--- config.mk ---
export PLATFORM = sky130hd
export DESIGN_NAME = up_dn_counter
export DESIGN_NICKNAME = d
export VERILOG_FILES = /design/src/rtl/up_dn_counter.sv
export SDC_FILE = /design/constraint.sdc
export NUM_CORES = 1
export LEC_CHECK = 0
export ABC_CLOCK_PERIOD_IN_PS = 4200
export CORE_AREA = 2 2 39 41
export CTS_CLUSTER_SIZE = 10
export DETAILED_ROUTE_END_ITERATION = 8
export DIE_AREA = 0 0 41 43
export GPL_ROUTABILITY_DRIVEN = 0
export GPL_TIMING_DRIVEN = 0
export PLACE_DENSITY_LB_ADDON = 0.3
export SLEW_MARGIN = 20
export SYNTH_ARGS = -nofsm -noshare
export SYNTH_HDL_FRONTEND = slang
export SYNTH_SLANG_ARGS = --single-unit
--- constraint.sdc ---
create_clock -name CLK -period 4.2 [get_ports CLK]
set_clock_uncertainty 0.1 [all_clocks]
set_input_delay 0.42 -clock CLK [delete_from_list [all_inputs] [get_ports CLK]]
set_output_delay 0.42 -clock CLK [all_outputs]
set_load 0.02 [all_outputs]
--- src/rtl/up_dn_counter.sv ---
// Loadable saturating up/down counter with max/min flags.
// Define UP_DN_COUNTER_WRAP_EN for modulo counting instead of saturation.
module up_dn_counter #(
  parameter int WIDTH = 5
) (
  input  logic             CLK,
  input  logic             rst_n,
  input  logic [WIDTH-1:0] IN,
  input  logic             load,
  input  logic             Up,
  input  logic             Down,
  output logic [WIDTH-1:0] Counter,
  output logic             High,
  output logic             Low
);

  localparam logic [WIDTH-1:0] MAX  = '1;
  localparam logic [WIDTH-1:0] ZERO = '0;
  localparam logic [WIDTH-1:0] ONE  = WIDTH'(1);

  logic [WIDTH-1:0] dec;
  logic [WIDTH-1:0] inc;
  logic [WIDTH-1:0] nxt;
  logic             do_load;
  logic             do_down;
  logic             do_up;

  assign High = (Counter == MAX);
  assign Low  = (Counter == ZERO);

  // Priority is folded into one-hot selects: load, then Down, then Up.
  assign do_load = load;
  assign do_down = !load && Down;
  assign do_up   = !load && !Down && Up;

`ifdef UP_DN_COUNTER_WRAP_EN
  assign dec = Counter - ONE;
  assign inc = Counter + ONE;
`else
  assign dec = Low  ? ZERO : Counter - ONE;
  assign inc = High ? MAX  : Counter + ONE;
`endif

  always_comb begin
    nxt = Counter;
    unique case (1'b1)
      do_load: nxt = IN;
      do_down: nxt = dec;
      do_up:   nxt = inc;
      default: nxt = Counter;
    endcase
  end

  always_ff @(posedge CLK or negedge rst_n) begin
    if (!rst_n) Counter <= ZERO;
    else        Counter <= nxt;
  end

endmodule

==> metrics.cfg, run 1 <==
[worst_setup_path]
worstSetupEndpointType = output port
r2r_start = Counter[0]
path_buf_inv = 2
critical_path.cell_chain = inv_1, ha_1, nor4b_4, clkdlybuf4s50_1
cp_top_family = buffers and inverters
crit_type = register to output port
crit_required_ns = 3.68
cp.arrival_ns = 1.88
reg2reg_slack_ns = 2.61
max_stage_delay_ns = 0.65
cp-start-kind = register
r2r-end = Counter[1]
rr_worst_depth = 5
critPathLaunch = Counter[0]
cp_max_fo = 6
cp_slowest_cell = clkdlybuf4s50_1

[routing]
drt_iter0_drc = 10
drc = 0
vias = 439
vias_per_cell = 4.82
drt_pass1_iterations = 4
drtAntennaViolNets = 0
routed_wl_um = 939
post_drt_wl_per_cell_um = 10.3

[min_path]
hp-class = primary input to async pin

[yosys]
synth-edff-count = 0
synth_cell_types = 28
ys_warn_count = 0
avgSynthCellArea_sq_um = 8.24
async_flop_share = 1.00
syn-num-nets = 68
ys_seq_elements = 5
synthFlopType = dfrtp_1
synthCells = 56
synthesis.area_sq_um = 462
seq_area_frac_synth = 0.271

[clock_network]
htree_levels = 1
cts_made_buffers = 3
clkLatencyLatePin_ns = 0.24
cts_tree = built
cts-root-buf = clkbuf_4
clk_pin_slew_ns = 0.04
post-cts-setup-buffers = 0
cts.sinks = 5
cts.path.max_buffers = 2
cts_resized = 0
ctsHoldBuffers = 0

[layout]
final_util = 0.476
top_regs = Counter x5
fin_nets = 88
final_common_cell = clkdlybuf4s50_1
largest_reg_flops = 5
area_growth_pct = 42.5
regMostFlops = Counter
drive_above_1_share = 0.147
antennaDiodeCount = 0
mostFrequentLayoutCells = 15 x clkdlybuf4s50_1, 5 x dfrtp_1, 5 x o21ai_0, 5 x a21oi_1, 5 x nand2_1

[floorplanning]
core-area_sq_um = 1380
die_area_sq_um = 1760
io_pins = 17
fp.dieH_um = 43
fp.dieW_um = 41
initial_core_util = 0.334
num_rows = 14

[power]
seqPwrFrac = 0.312
pwr-share-comb = 0.421
swShare = 0.328
power.density_nw_per_um2 = 302
ir_worst_vdd_mv = 0.136
p_total_mw = 0.199
p_switching_mw = 0.0651
power.leakage_nw = 0.265
intPower_mw = 0.134
p_clk_frac = 0.268

[sta]
slew_headroom = 0.749
hold_slack_ns = 0.301
rsz0062_at_grt = no
fin_crit_ns = 2.40
slew_viol_final = 0
hold_viol = 0
fmax_mhz = 416
final.period_utilization = 0.572
setup_viol = 0
tightest_slew_ns = 0.376
finalSetupTns_ns = 0

[global_route]
grt_max_degree = 11
overflow = 0
antenna_found_initial = 0
grt_pass1_wl_um = 1600
grt_pass1_vias = 386
grt_usage = 0.132

[place]
io_buffers = 15
dp_hpwl_um = 764

[flow_run]
cap_violations = 0

[outcome]
run_status = complete, no violations

cell type report:
cell class	instances	area, sq um
repair buffers	15	150
flip-flops and latches	5	125
inverters	3	11.3
plain buffers	4	33.8
fillers	143	726
multi-input cells	44	292
well taps	16	20.0
clock buffers	4	26.3
per-stage QoR:
| step | cells | worst slack (ns) | instance area, sq um |
|---|---|---|---|
| finish | 91 | 1.80 | 658 |
| detailed placement | 87 | 2.03 | 632 |
| CTS | 91 | 1.77 | 658 |
| global placement | 87 | 2.05 | 632 |
| global route | 91 | 1.69 | 658 |
| floorplan | 56 | 2.50 | 462 |
worst max-delay path by stage:
stage,endpoint,cells after the start
6_report,Low,4
5_1_grt,Low,4
4_1_cts,Low,4
3_5_place_dp,Low,4
3_3_place_gp,Low,4
2_1_floorplan,Counter[1],5
power groups by stage:
stage	sequential (mW)	clock (mW)	combinational (mW)
2_1_floorplan	0.0689	0	0.0465
3_3_place_gp	0.0627	0	0.0834
3_5_place_dp	0.0625	0	0.0838
4_1_cts	0.0618	0.0556	0.0840
5_1_grt	0.0628	0.0583	0.0922
6_report	0.0619	0.0532	0.0835
synthesized netlist by cell type, types with 2 or more instances:
master   count  area (sq um)
a21oi_1      5          25.0
dfrtp_1      5           125
nand2_1      5          18.8
o21ai_0      5          25.0
nor2_1       4          15.0
inv_1        3          11.3
nand3_1      3          15.0
nor3_1       3          15.0
buf_6        2          22.5
ha_1         2          25.0
nor2b_1      2          12.5
per-layer routing:
metal	vias up	wire length (um)	track usage
met2	6	472	0.178
li1	237	-	-
met3	0	19	0.0157
met5	-	0	0
met4	0	0	0.0800
met1	196	447	0.193
worst reg2reg max path: stages, from the launching register on:
cell,delay (ns)
dfrtp_1,0.42
inv_1,0.09
ha_1,0.22
nor4b_4,0.27
o21ai_0,0.13
a32o_1,0.25
logic make-up after synthesis:
family                     after synthesis  synth area share
AOI/OAI and AO/OA                       16             0.225
adders and majority gates                2            0.0542
buffers and inverters                    7            0.0976
DFF                                      5             0.271
and+or+nand+nor                         26             0.352
Power figures use the tool's default switching activity.
==> run 2: changes to the inputs <==
- ABC_CLOCK_PERIOD_IN_PS: 4200 -> 2300
- clock period: 4.2 -> 2.3 ns (I/O delays scaled with it)
==> run 2 against run 1 <==
Compared with the run above: critical path depth is the same; register-to-register slack lost 1.9 ns; count of clock-buffer cells in the layout is the same; total power grew 82%; global-route usage is the same; cell count is the same; largest power group unchanged; via count is the same; highest routed layer unchanged; first-iteration DRC count is the same; sequential share of layout area shrank 0.072 points; largest cell class unchanged; routed wire length grew 0.53%; sequential power grew 83%.
==> metrics.cfg, run 2 (synthesis results as in run 1) <==
[clock_network]
cts.path.max_buffers = 2  ; unchanged
clkLatencyLatePin_ns = 0.24  ; about the same
cts_tree = built
cts_made_buffers = 3  ; unchanged
htree_levels = 1  ; unchanged
cts-root-buf = clkbuf_4
clk_pin_slew_ns = 0.04  ; about the same
post-cts-setup-buffers = 0  ; unchanged
cts.sinks = 5  ; unchanged

[routing]
vias_per_cell = 4.82  ; unchanged
drt_pass1_iterations = 4  ; unchanged
met1_length_um = 450  ; +0.67%
vias = 439  ; unchanged
routed_wl_um = 944  ; +0.53%
route.met2.wl_um = 474  ; +0.42%
drtAntennaViolNets = 0  ; unchanged
drc = 0  ; unchanged
wl_met3_um = 19  ; unchanged
dr.max_layer_used = met3
post_drt_wl_per_cell_um = 10.4  ; +0.53%
drt_iter0_drc = 10  ; unchanged

[sta]
setup_viol = 0  ; unchanged
final.period_utilization = 0.897
tightest_slew_ns = 0.376  ; unchanged
finalSetupTns_ns = 0  ; unchanged
slew_viol_final = 0  ; unchanged
rsz0062_at_grt = no
fmax_mhz = 485
slew_headroom = 0.749  ; unchanged
hold_viol = 0  ; unchanged
fin_crit_ns = 2.06

[place]
dpl-instance-area_sq_um = 632  ; unchanged
dp_hpwl_um = 764  ; unchanged
io_buffers = 15  ; unchanged

[layout]
fill_cells = 142  ; -0.70%
top_regs = Counter x5
largest_reg_flops = 5  ; unchanged
area_growth_pct = 43.1
fin_nets = 88  ; unchanged
drive_above_1_share = 0.147  ; unchanged
regMostFlops = Counter
design_area_sq_um = 661  ; +0.38%
antennaDiodeCount = 0  ; unchanged
final_common_cell = clkdlybuf4s50_1
final_util = 0.477  ; +0.00181
mostFrequentLayoutCells = 14 x clkdlybuf4s50_1, 5 x dfrtp_1, 5 x o21ai_0, 5 x a21oi_1, 5 x nand2_1

[flow_run]
cap_violations = 0  ; unchanged

[outcome]
run_status = complete, no violations

[floorplanning]
core-area_sq_um = 1380  ; unchanged
fp.dieH_um = 43  ; unchanged
num_rows = 14  ; unchanged
die_area_sq_um = 1760  ; unchanged
fp.dieW_um = 41  ; unchanged
initial_core_util = 0.334  ; unchanged
io_pins = 17  ; unchanged

[power]
power.leakage_nw = 0.282  ; +6.5%
power.density_nw_per_um2 = 549  ; +82%
ir_worst_vdd_mv = 0.249  ; +83%
p_total_mw = 0.362  ; +82%

[global_route]
grt_max_degree = 11  ; unchanged
antenna_found_initial = 0  ; unchanged
grt_pass1_wl_um = 1600  ; unchanged
grt_usage = 0.132  ; unchanged
overflow = 0  ; unchanged
grt_pass1_vias = 386  ; unchanged

[worst_setup_path]
crit_required_ns = 1.97  ; -1.71 ns
crit_type = register to output port
cp_max_fo = 6  ; unchanged
worstSetupEndpointType = output port
cp-start-kind = register
cp.arrival_ns = 1.73  ; -0.15 ns

[min_path]
hp-class = primary input to async pin

run 2: layout make-up:
class | instances | area, sq um | share of cell area
sequential | 5 | 125 | 0.189
buffer | 4 | 33.8 | 0.0511
timing repair buffer | 15 | 153 | 0.231
multi-input combinational | 44 | 292 | 0.441
clock buffer | 4 | 26.3 | 0.0398
inverter | 3 | 11.3 | 0.0170
tap | 16 | 20.0 | 0.0303
run 2: report_power, final:
group / switching (mW) / internal [mW] / total, mW
registers: 0.0139 / 0.0991 / 0.113
logic: 0.0732 / 0.0791 / 0.152
clock network: 0.0318 / 0.0653 / 0.0971
run 2: per-layer routing:
metal,GRT usage,vias up
met2,0.178,6
met1,0.193,196
li1,-,237
met4,0.0800,0
met3,0.0157,0
met5,0,-
run 2: final timing paths:
| path | depth (start not counted) | end | start | slack (ns) |
|---|---|---|---|---|
| setup / recovery | 4 | High | Counter[1] | 0.24 |
| hold / removal | 1 | Counter[3] | rst_n | 0.11 |
| setup reg to reg | 5 | Counter[1] | Counter[0] | 0.72 |
| hold reg to reg | 3 | Counter[2] | Counter[2] | 0.60 |
| max in group asynchronous | 1 | Counter[1] | rst_n | 1.80 |
| min in group CLK | 2 | Counter[0] | load | 0.13 |
run 2: what timing repair did:
action,in CTS,in global routing
setup endpoints to repair,0,1
resized for setup,0,1
hold buffers,0,0
run 2: critical path: stages (launching register included):
cell and delay, ns:
dfrtp_1 0.42, ha_1 0.25, nand4_1 0.16, inv_1 0.08
clkdlybuf4s50_1 0.59
run 2: stage by stage:
step | setup slack, ns | hold slack (ns) | instances
floorplan | 0.604 | -0.166 | 56
global placement | 0.335 | 0.363 | 87
detailed placement | 0.319 | 0.364 | 87
CTS | 0.0557 | 0.111 | 91
global route | 0.148 | 0.126 | 91
finish | 0.237 | 0.111 | 91
